File: src/rtl/mips_pkg.sv
// Shared MIPS decode constants: opcodes, control-bundle widths and bit positions.
package mips_pkg;

  localparam logic [5:0] OPC_RTYPE = 6'b000000;
  localparam logic [5:0] OPC_LW    = 6'b100011;
  localparam logic [5:0] OPC_SW    = 6'b101011;
  localparam logic [5:0] OPC_BEQ   = 6'b000100;
  localparam logic [5:0] OPC_ADDI  = 6'b001000;
  localparam logic [5:0] OPC_SLTI  = 6'b001010;
  localparam logic [5:0] OPC_ANDI  = 6'b001100;
  localparam logic [5:0] OPC_ORI   = 6'b001101;
  localparam logic [5:0] OPC_J     = 6'b000010;

  localparam int WB_W = 2;
  localparam int M_W  = 3;
  localparam int EX_W = 5;

  localparam int WB_REGWRITE = 0;
  localparam int WB_MEMTOREG = 1;
  localparam int M_BRANCH    = 0;
  localparam int M_MEMREAD   = 1;
  localparam int M_MEMWRITE  = 2;
  localparam int EX_REGDST   = 0;
  localparam int EX_ALUOP_LO = 1;
  localparam int EX_ALUOP_HI = 3;
  localparam int EX_ALUSRC   = 4;

  typedef struct packed {
    logic [WB_W-1:0] wb;
    logic [M_W-1:0]  m;
    logic [EX_W-1:0] ex;
  } ctrl_t;

  // Only these formats read rt as a source; I-type ALU ops and LW write it.
  function automatic logic uses_rt(input logic [5:0] opc);
    return (opc == OPC_RTYPE) || (opc == OPC_SW) || (opc == OPC_BEQ);
  endfunction

endpackage

File: src/rtl/id_ex_hazard_reg_if.sv
// ID-side inputs, control inputs and EX-side outputs of the ID/EX register.
interface id_ex_hazard_reg_if #(
  parameter int W     = 32,
  parameter int CNT_W = 16
);
  import mips_pkg::*;

  logic             id_valid;
  logic [5:0]       id_opc;
  logic [WB_W-1:0]  id_wb;
  logic [M_W-1:0]   id_m;
  logic [EX_W-1:0]  id_ex;
  logic [W-1:0]     id_pc4;
  logic [W-1:0]     id_rd1;
  logic [W-1:0]     id_rd2;
  logic [W-1:0]     id_imm;
  logic [4:0]       id_rs;
  logic [4:0]       id_rt;
  logic [4:0]       id_rd;
  logic             flush;
  logic             hold;

  logic             ex_valid;
  logic [WB_W-1:0]  ex_wb;
  logic [M_W-1:0]   ex_m;
  logic [EX_W-1:0]  ex_ex;
  logic [W-1:0]     ex_pc4;
  logic [W-1:0]     ex_rd1;
  logic [W-1:0]     ex_rd2;
  logic [W-1:0]     ex_imm;
  logic [4:0]       ex_rs;
  logic [4:0]       ex_rt;
  logic [4:0]       ex_rd;
  logic             ex_is_load;
  logic             stall;
  logic [CNT_W-1:0] bubble_cnt;

  modport master (
    output id_valid, id_opc, id_wb, id_m, id_ex, id_pc4, id_rd1, id_rd2, id_imm,
           id_rs, id_rt, id_rd, flush, hold,
    input  ex_valid, ex_wb, ex_m, ex_ex, ex_pc4, ex_rd1, ex_rd2, ex_imm,
           ex_rs, ex_rt, ex_rd, ex_is_load, stall, bubble_cnt
  );

  modport slave (
    input  id_valid, id_opc, id_wb, id_m, id_ex, id_pc4, id_rd1, id_rd2, id_imm,
           id_rs, id_rt, id_rd, flush, hold,
    output ex_valid, ex_wb, ex_m, ex_ex, ex_pc4, ex_rd1, ex_rd2, ex_imm,
           ex_rs, ex_rt, ex_rd, ex_is_load, stall, bubble_cnt
  );

endinterface

File: src/rtl/load_use_detect.sv
// Combinational load-use check: the ID instruction reads the register a load in EX writes.
module load_use_detect
  import mips_pkg::*;
(
  input  logic       ex_valid,
  input  logic       ex_is_load,
  input  logic [4:0] ex_rt,
  input  logic       id_valid,
  input  logic [5:0] id_opc,
  input  logic [4:0] id_rs,
  input  logic [4:0] id_rt,
  output logic       hazard
);

  logic rs_match;
  logic rt_match;

  assign rs_match = (ex_rt == id_rs);
  assign rt_match = uses_rt(id_opc) && (ex_rt == id_rt);

  // $zero never carries a real dependency, so a load into r0 is ignored.
  assign hazard = ex_valid && ex_is_load && (ex_rt != 5'd0) && id_valid
                  && (rs_match || rt_match);

endmodule

File: src/rtl/id_ex_hazard_reg.sv
// ID/EX pipeline register with load-use bubble insertion, flush, hold and a
// saturating bubble counter; one cycle from ID capture to EX outputs.
module id_ex_hazard_reg
  import mips_pkg::*;
#(
  parameter int W     = 32,
  parameter int CNT_W = 16
) (
  input  logic               clk,
  input  logic               rst,
  id_ex_hazard_reg_if.slave  bus
);

  logic             valid_q;
  ctrl_t            ctrl_q;
  logic [W-1:0]     pc4_q;
  logic [W-1:0]     rd1_q;
  logic [W-1:0]     rd2_q;
  logic [W-1:0]     imm_q;
  logic [4:0]       rs_q;
  logic [4:0]       rt_q;
  logic [4:0]       rd_q;
  logic             is_load_q;
  logic [CNT_W-1:0] cnt_q;

  logic             hazard;
  logic             take_hazard;
  logic             clear;

  load_use_detect u_detect (
    .ex_valid   (valid_q),
    .ex_is_load (is_load_q),
    .ex_rt      (rt_q),
    .id_valid   (bus.id_valid),
    .id_opc     (bus.id_opc),
    .id_rs      (bus.id_rs),
    .id_rt      (bus.id_rt),
    .hazard     (hazard)
  );

  // Flush and hold both outrank the hazard, so only a free-running hazard counts.
  assign take_hazard = !bus.flush && !bus.hold && hazard;
  assign clear       = rst || bus.flush || take_hazard;

  // Reset and a bubble are the same all-zero register image.
  always_ff @(posedge clk) begin
    if (clear) begin
      valid_q   <= 1'b0;
      ctrl_q    <= '0;
      pc4_q     <= '0;
      rd1_q     <= '0;
      rd2_q     <= '0;
      imm_q     <= '0;
      rs_q      <= '0;
      rt_q      <= '0;
      rd_q      <= '0;
      is_load_q <= 1'b0;
    end else if (!bus.hold) begin
      valid_q   <= bus.id_valid;
      ctrl_q    <= '{wb: bus.id_wb, m: bus.id_m, ex: bus.id_ex};
      pc4_q     <= bus.id_pc4;
      rd1_q     <= bus.id_rd1;
      rd2_q     <= bus.id_rd2;
      imm_q     <= bus.id_imm;
      rs_q      <= bus.id_rs;
      rt_q      <= bus.id_rt;
      rd_q      <= bus.id_rd;
      is_load_q <= (bus.id_opc == OPC_LW);
    end
  end

  always_ff @(posedge clk) begin
    if (rst) begin
      cnt_q <= '0;
    end else if (take_hazard && (cnt_q != {CNT_W{1'b1}})) begin
      cnt_q <= cnt_q + 1'b1;
    end
  end

  assign bus.ex_valid   = valid_q;
  assign bus.ex_wb      = ctrl_q.wb;
  assign bus.ex_m       = ctrl_q.m;
  assign bus.ex_ex      = ctrl_q.ex;
  assign bus.ex_pc4     = pc4_q;
  assign bus.ex_rd1     = rd1_q;
  assign bus.ex_rd2     = rd2_q;
  assign bus.ex_imm     = imm_q;
  assign bus.ex_rs      = rs_q;
  assign bus.ex_rt      = rt_q;
  assign bus.ex_rd      = rd_q;
  assign bus.ex_is_load = is_load_q;
  assign bus.bubble_cnt = cnt_q;

  // A squashed ID instruction needs no stall even if it would hazard.
  assign bus.stall = !bus.flush && (bus.hold || hazard);

endmodule

File: src/flat_wrapper.sv
// flat-port wrapper written by rule: the top's interface ports become plain ports
module id_ex_hazard_reg_flat import mips_pkg::*;
#(
  parameter int W     = 32,
  parameter int CNT_W = 16
)
  (clk, rst, bus_id_valid, bus_id_opc, bus_id_wb, bus_id_m, bus_id_ex, bus_id_pc4, bus_id_rd1, bus_id_rd2, bus_id_imm, bus_id_rs, bus_id_rt, bus_id_rd, bus_flush, bus_hold, bus_ex_valid, bus_ex_wb, bus_ex_m, bus_ex_ex, bus_ex_pc4, bus_ex_rd1, bus_ex_rd2, bus_ex_imm, bus_ex_rs, bus_ex_rt, bus_ex_rd, bus_ex_is_load, bus_stall, bus_bubble_cnt);
  id_ex_hazard_reg_if #(.W(W), .CNT_W(CNT_W)) bus_i ();
  input  logic clk;
  input  logic rst;
  input wire logic [$bits(bus_i.id_valid)-1:0] bus_id_valid;
  input wire logic [$bits(bus_i.id_opc)-1:0] bus_id_opc;
  input wire logic [$bits(bus_i.id_wb)-1:0] bus_id_wb;
  input wire logic [$bits(bus_i.id_m)-1:0] bus_id_m;
  input wire logic [$bits(bus_i.id_ex)-1:0] bus_id_ex;
  input wire logic [$bits(bus_i.id_pc4)-1:0] bus_id_pc4;
  input wire logic [$bits(bus_i.id_rd1)-1:0] bus_id_rd1;
  input wire logic [$bits(bus_i.id_rd2)-1:0] bus_id_rd2;
  input wire logic [$bits(bus_i.id_imm)-1:0] bus_id_imm;
  input wire logic [$bits(bus_i.id_rs)-1:0] bus_id_rs;
  input wire logic [$bits(bus_i.id_rt)-1:0] bus_id_rt;
  input wire logic [$bits(bus_i.id_rd)-1:0] bus_id_rd;
  input wire logic [$bits(bus_i.flush)-1:0] bus_flush;
  input wire logic [$bits(bus_i.hold)-1:0] bus_hold;
  output wire logic [$bits(bus_i.ex_valid)-1:0] bus_ex_valid;
  output wire logic [$bits(bus_i.ex_wb)-1:0] bus_ex_wb;
  output wire logic [$bits(bus_i.ex_m)-1:0] bus_ex_m;
  output wire logic [$bits(bus_i.ex_ex)-1:0] bus_ex_ex;
  output wire logic [$bits(bus_i.ex_pc4)-1:0] bus_ex_pc4;
  output wire logic [$bits(bus_i.ex_rd1)-1:0] bus_ex_rd1;
  output wire logic [$bits(bus_i.ex_rd2)-1:0] bus_ex_rd2;
  output wire logic [$bits(bus_i.ex_imm)-1:0] bus_ex_imm;
  output wire logic [$bits(bus_i.ex_rs)-1:0] bus_ex_rs;
  output wire logic [$bits(bus_i.ex_rt)-1:0] bus_ex_rt;
  output wire logic [$bits(bus_i.ex_rd)-1:0] bus_ex_rd;
  output wire logic [$bits(bus_i.ex_is_load)-1:0] bus_ex_is_load;
  output wire logic [$bits(bus_i.stall)-1:0] bus_stall;
  output wire logic [$bits(bus_i.bubble_cnt)-1:0] bus_bubble_cnt;
  assign bus_i.id_valid = bus_id_valid;
  assign bus_i.id_opc = bus_id_opc;
  assign bus_i.id_wb = bus_id_wb;
  assign bus_i.id_m = bus_id_m;
  assign bus_i.id_ex = bus_id_ex;
  assign bus_i.id_pc4 = bus_id_pc4;
  assign bus_i.id_rd1 = bus_id_rd1;
  assign bus_i.id_rd2 = bus_id_rd2;
  assign bus_i.id_imm = bus_id_imm;
  assign bus_i.id_rs = bus_id_rs;
  assign bus_i.id_rt = bus_id_rt;
  assign bus_i.id_rd = bus_id_rd;
  assign bus_i.flush = bus_flush;
  assign bus_i.hold = bus_hold;
  assign bus_ex_valid = bus_i.ex_valid;
  assign bus_ex_wb = bus_i.ex_wb;
  assign bus_ex_m = bus_i.ex_m;
  assign bus_ex_ex = bus_i.ex_ex;
  assign bus_ex_pc4 = bus_i.ex_pc4;
  assign bus_ex_rd1 = bus_i.ex_rd1;
  assign bus_ex_rd2 = bus_i.ex_rd2;
  assign bus_ex_imm = bus_i.ex_imm;
  assign bus_ex_rs = bus_i.ex_rs;
  assign bus_ex_rt = bus_i.ex_rt;
  assign bus_ex_rd = bus_i.ex_rd;
  assign bus_ex_is_load = bus_i.ex_is_load;
  assign bus_stall = bus_i.stall;
  assign bus_bubble_cnt = bus_i.bubble_cnt;
  id_ex_hazard_reg #(.W(W), .CNT_W(CNT_W)) u_core (.clk(clk), .rst(rst), .bus(bus_i));
endmodule
File: config.mk
export PLATFORM = sky130hd
export DESIGN_NAME = id_ex_hazard_reg_flat
export DESIGN_NICKNAME = d
export VERILOG_FILES = /design/src/rtl/mips_pkg.sv /design/src/rtl/id_ex_hazard_reg_if.sv /design/src/rtl/load_use_detect.sv /design/src/rtl/id_ex_hazard_reg.sv /design/src/flat_wrapper.sv
export SDC_FILE = /design/constraint.sdc
export NUM_CORES = 1
export LEC_CHECK = 0
export ABC_AREA = 0
export CORE_MARGIN = 5
export CORE_UTILIZATION = 30
export DETAILED_ROUTE_END_ITERATION = 10
export PLACE_DENSITY = 0.76
export SLEW_MARGIN = 40
export SYNTH_ARGS = -nofsm -noshare
export SYNTH_HDL_FRONTEND = slang
export SYNTH_HIERARCHICAL = 1
export SYNTH_SLANG_ARGS = --single-unit
File: constraint.sdc
create_clock -name clk -period 3.1 [get_ports clk]
set_input_delay 0.775 -clock clk [delete_from_list [all_inputs] [get_ports clk]]
set_output_delay 0.775 -clock clk [all_outputs]
set_load 0.05 [all_outputs]
; After elaboration in Yosys (flattened, before gate mapping)
; Index checks and enable logic that the tools add are counted.
; W data, S select, Z words.
[op_classes]
eq_ne = 6
n_reduce_logical = 19
addsub = 1
[op_table]
columns = cell, count
row1 = $add A16 B1 Y16 const B, 1
row2 = $ne A16 B16 Y1 const B, 1
row3 = $eq A6 B6 Y1 const B, 2
row4 = $eq A5 B5 Y1, 2
row5 = $logic_and A1 B1 Y1, 9
row6 = $eq A6 B3 Y1 const B, 1
row7 = $logic_not A6 Y1, 1
row8 = $logic_or A1 B1 Y1, 6
row9 = $reduce_bool A5 Y1, 1
row10 = $logic_not A1 Y1, 2
[word_totals]
input_bits = 164
elab_cells = 39
reg_bits = 171
out_inout_bits = 172

; Longest topological paths before layout
[depth]
word_depth = 8
mapped_depth = 9
mapped_depth_nobuf = 8

; Cells and area by module
; The synthesis kept the hierarchy.
[modules_own_cells]
columns = mod, cells_per_inst, seq_area_each_um2, instances, area_each_um2
row1 = id_ex_hazard_reg, 611, 3423.3, 1, 6294.8
row2 = load_use_detect, 21, 0.0, 1, 167.7

; Worst setup path before layout
; Ideal clock, no wire load.
[synth_timing]
kind = input port to output port
from = in bus_hold
to = out bus_stall
arrival_time_ns = 2.431
slack_ns = -0.106
stages = 5
n_path_buf = 3
required_time_ns = 2.325
path_cell_list = buf_6 > clkbuf_1 > clkbuf_1 > nor2_1 > nor2_1
[synth_via]
elab_chain_cells = 2
[synth_lines]
columns = element, line_no
row1 = start: declaration, flat_wrapper.sv:24  ; input wire logic [$bits(bus_i.hold)-1:0] bus_hold;
row2 = $logic_or A1 B1 Y1, id_ex_hazard_reg.sv:95  ; assign bus.stall = !bus.flush && (bus.hold || hazard);
row3 = $logic_and A1 B1 Y1, id_ex_hazard_reg.sv:95
row4 = end: declaration, flat_wrapper.sv:37  ; output wire logic [$bits(bus_i.stall)-1:0] bus_stall;
; No other way between the ends.

; Worst setup path after layout
[layout_timing]
from = in bus_id_opc[5]
to = out bus_stall
[layout_via]
elab_chain_cells = 8
word_cells_on_any_way = 10
[layout_lines]
columns = element, line_no
row1 = start: declaration, flat_wrapper.sv:12  ; input wire logic [$bits(bus_i.id_opc)-1:0] bus_id_opc;
row2 = $eq A6 B6 Y1 / $logic_not A6 Y1 (equally long branches), mips_pkg.sv:36  ; return (opc == OPC_RTYPE) || (opc == OPC_SW) || (opc == OPC_BEQ);
row3 = $logic_or A1 B1 Y1, mips_pkg.sv:36
row4 = $logic_or A1 B1 Y1 (*), mips_pkg.sv:36
row5 = $logic_and A1 B1 Y1 (*), load_use_detect.sv:19  ; assign rt_match = uses_rt(id_opc) && (ex_rt == id_rt);
row6 = $logic_or A1 B1 Y1 (*), load_use_detect.sv:23  ; && (rs_match || rt_match);
row7 = $logic_and A1 B1 Y1 (*), load_use_detect.sv:23
row8 = named net u_core.hazard, id_ex_hazard_reg.sv:26  ; logic hazard;
row9 = $logic_or A1 B1 Y1 (*), id_ex_hazard_reg.sv:95
row10 = $logic_and A1 B1 Y1 (*), id_ex_hazard_reg.sv:95
; Mark *: on every way through the listed nets, which the timed path passes. The rest lies on a longest branch.

==> impl_metrics.tcl <==
set metrics [dict create \
    cts_buffer_depth 2 \
    synth_fp_nets 797 \
    cts-buffers-inserted 17 \
    grt_pass1_wl_um 30950 \
    hold_violations 0 \
    tightestPinTransition_ns 0.7808 \
    endpoint_kind "primary output" \
    maxSlewViolCount 0 \
    fmax_mhz 330.1 \
    clk_latency_ns 0.42 \
    final-setup-viol-count 0 \
    synth_cell_types 38 \
    yosys_warnings 6 \
    multiInputGateArea_um2 2940 \
    finClkSkew_ns 0.01108 \
    peakVddDrop_mv 0.3600 \
    viasPerCell 4.557 \
    timing.rr.start "u_core/bus.ex_rt[3]$_SDFFE_PP0N_" \
    synth_seq_cells 171 \
    synth.area.mux_share_pct 25.40 \
    async_flop_share_pct 0 \
    rsz0062_at_grt "false" \
    synthTopCellsByArea "dfxtp_1 (53%), mux2i_1 (24%), nor2_1 (9.7%)" \
    num-nets-final 1138 \
    postCtsSetupBuffers 0 \
    final_common_cell "clkdlybuf4s50_1" \
    cap_violations 0 \
    worstSetupPathType "in -> out" \
    synth-compound-area-share_pct 2.459 \
    vias 5751 \
    numPortBuffers 335 \
    route.detailed.drc 0 \
    overflow 0 \
    grt_usage_pct 15.90 \
    fin_cells 1262 \
    ant_nets 0 \
    grt_max_degree 94 \
    start_util_pct 30.65 \
    wl_per_cell_um 16.25 \
    antenna_found_initial 3 \
    place_inst 1230 \
    seqCellArea_um2 3423 \
    drt_pass1_iterations 4 \
    status "complete, no violations" \
    period_share_pct 97.72 \
    yosysSeqAreaShare_pct 52.97 \
    p_per_area_nw_per_um2 483.4 \
    synth_top_family_by_area "multiplexers" \
    total_power_mw 5.283 \
    relSlewSlack_pct 47.95 \
    fp.dieW_um 156.8 \
    worstReg2RegEnd "u_core/bus.bubble_cnt[14]$_SDFFE_PP0P_" \
    cts_hold_buf 0 \
    drive_above_1_share_pct 8.316 \
    min_from "u_core/bus.ex_is_load$_SDFFE_PP0N_" \
    leakage_nw 4.464 \
    fin_tns_setup_ns 0 \
    whs_path_depth 2 \
    die_area_um2 24580 \
    num_rows 53 \
    min_to "u_core/bus.ex_is_load$_SDFFE_PP0N_" \
    core_um2 21090 \
    h-tree-depth 4 \
    min_period_ns 3.029 \
    cts.sinks 171 \
    synth_top_cell_area_share_pct 52.97 \
    start_kind "primary input" \
    syn_inst 632 \
    layout_common_cells "clkdlybuf4s50_1 (324), dfxtp_1 (171), nor2_1 (166)" \
    crit_path_max_fanout 3 \
    hp-class "reg -> reg" \
    r2r_slack_ns 0.45 \
    drt_iter0_drc 241 \
    synth-edff-count 0 \
    dominantRegCellSynth "dfxtp_1" \
    routabilityCongestion 0.8061 \
    syn-cell-area_um2 6462 \
    synthAdderAreaFrac_pct 0.1936 \
    synth_top_area_cell "dfxtp_1" \
    root_buffer "clkbuf_16" \
    syn_avg_cell_area_um2 10.23 \
    drt_wl_total_um 20510 \
    synthToLayoutAreaGrowth_pct 69.12 \
    grt_pass1_vias 5746 \
    cts.reportedPaths.clkPinSlew_ns 0.07 \
    cts_tree "yes" \
    cp.required_ns 2.32 \
    ios 336 \
    cp.arrival_ns 2.25 \
    yosys.area_share.xor_xnor_pct 1.355 \
    r2r_cells 8 \
    num-fill-cells 1907 \
    yosys.area_share.simple_pct 15.10 \
    hpwlAfterDp_um 15320 \
    die_h_um 156.8 \
]
-- through the flow --
| step | hold slack (ns) | cell area (um^2) | util [%] | setup WS, ns |
|---|---|---|---|---|
| detailed placement | 0.4748 | 10310 | 48.88 | -0.5045 |
| floorplan | 0.6877 | 6465 | - | 0.04416 |
| global placement | 0.4662 | 10300 | 48.86 | -0.4590 |
| global route | 0.5183 | 10930 | 51.83 | 0.003804 |
| finish | 0.4858 | 10930 | 51.83 | 0.07068 |
| CTS | 0.4917 | 10910 | 51.73 | 0.03168 |
-- kinds of logic after synthesis --
kind of cell    count (synthesis)
xor+xnor                       10
buf+inv                        41
compound gates                 25
flops                         171
fa+ha+maj                       1
simple gates                  221
mux                           163
-- repair_timing --
action	CTS	global route
setup endpoints to repair	4	4
cloned	0	0
resized for setup	16	3
pin swaps	7	2
-- routing by layer --
| metal | vias to the layer above | wire length [um] | track usage, % |
|---|---|---|---|
| li1 | 2840 | - | - |
| met1 | 2646 | 8080 | 18.15 |
| met2 | 241 | 9847 | 26.84 |
| met3 | 22 | 2257 | 7.384 |
| met4 | 2 | 318 | 4.339 |
| met5 | - | 7 | 0 |
-- flip-flops by register name, summed over array words and instances (netlist names) --
| name | flops |
|---|---|
| u_core/bus.ex_is_load | 1 |
| u_core/bus.ex_rs | 5 |
| u_core/bus.ex_m | 3 |
| u_core/bus.ex_rd1 | 32 |
| u_core/bus.ex_rt | 5 |
| u_core/bus.ex_wb | 2 |
| u_core/bus.ex_rd | 5 |
| u_core/bus.ex_imm | 32 |
| u_core/bus.ex_pc4 | 32 |
| u_core/bus.ex_ex | 5 |
| u_core/bus.ex_valid | 1 |
| u_core/bus.bubble_cnt | 16 |
| u_core/bus.ex_rd2 | 32 |
-- critical path: stages --
cell	delay, ns
dlygate4sd2_1	0.24
or4_4	0.54
o21ai_4	0.09
nand3_2	0.09
a21oi_2	0.16
nor2_1	0.06
nor2_2	0.13
buf_12	0.15
-- worst max path at each step --
stage | from | slack [ns] | endpoint
floorplan | bus_id_opc[1] | 0.04 | u_core/bus.bubble_cnt[14]$_SDFFE_PP0P_
global placement | bus_id_rs[3] | -0.46 | u_core/bus.bubble_cnt[8]$_SDFFE_PP0P_
detailed placement | bus_id_opc[0] | -0.50 | u_core/bus.bubble_cnt[14]$_SDFFE_PP0P_
CTS | bus_id_opc[5] | 0.03 | bus_stall
global route | bus_id_opc[5] | 0.004 | bus_stall
finish | bus_id_opc[5] | 0.07 | bus_stall
-- cells in the mapped netlist, types with 3 or more instances --
master,instances
dfxtp_1,171
nor2_1,167
mux2i_1,155
clkbuf_1,35
a21oi_1,14
nand4_1,10
mux2_2,8
nand2_1,8
nor2b_1,8
xor2_1,8
or4_1,6
nand3_1,5
and3_1,3
o41ai_1,3
or3_1,3
-- final cells by class --
cell class | count | area share [%]
Antenna cell | 1 | 0.02290
Timing Repair Buffer | 361 | 33.21
Clock buffer | 18 | 4.018
Tap cell | 275 | 3.148
Multi-Input combinational cell | 420 | 26.90
Clock inverter | 14 | 1.305
Inverter | 2 | 0.06869
Sequential cell | 171 | 31.32
-- report_power, final --
group | total, mW | internal (mW) | switching, mW | leakage (nW)
registers | 2.30 | 2.26 | 0.0368 | 1.39
clock network | 2.11 | 1.10 | 1.02 | 0.287
logic | 0.872 | 0.419 | 0.453 | 2.78
No activity file was read; power rests on OpenSTA's default activity.
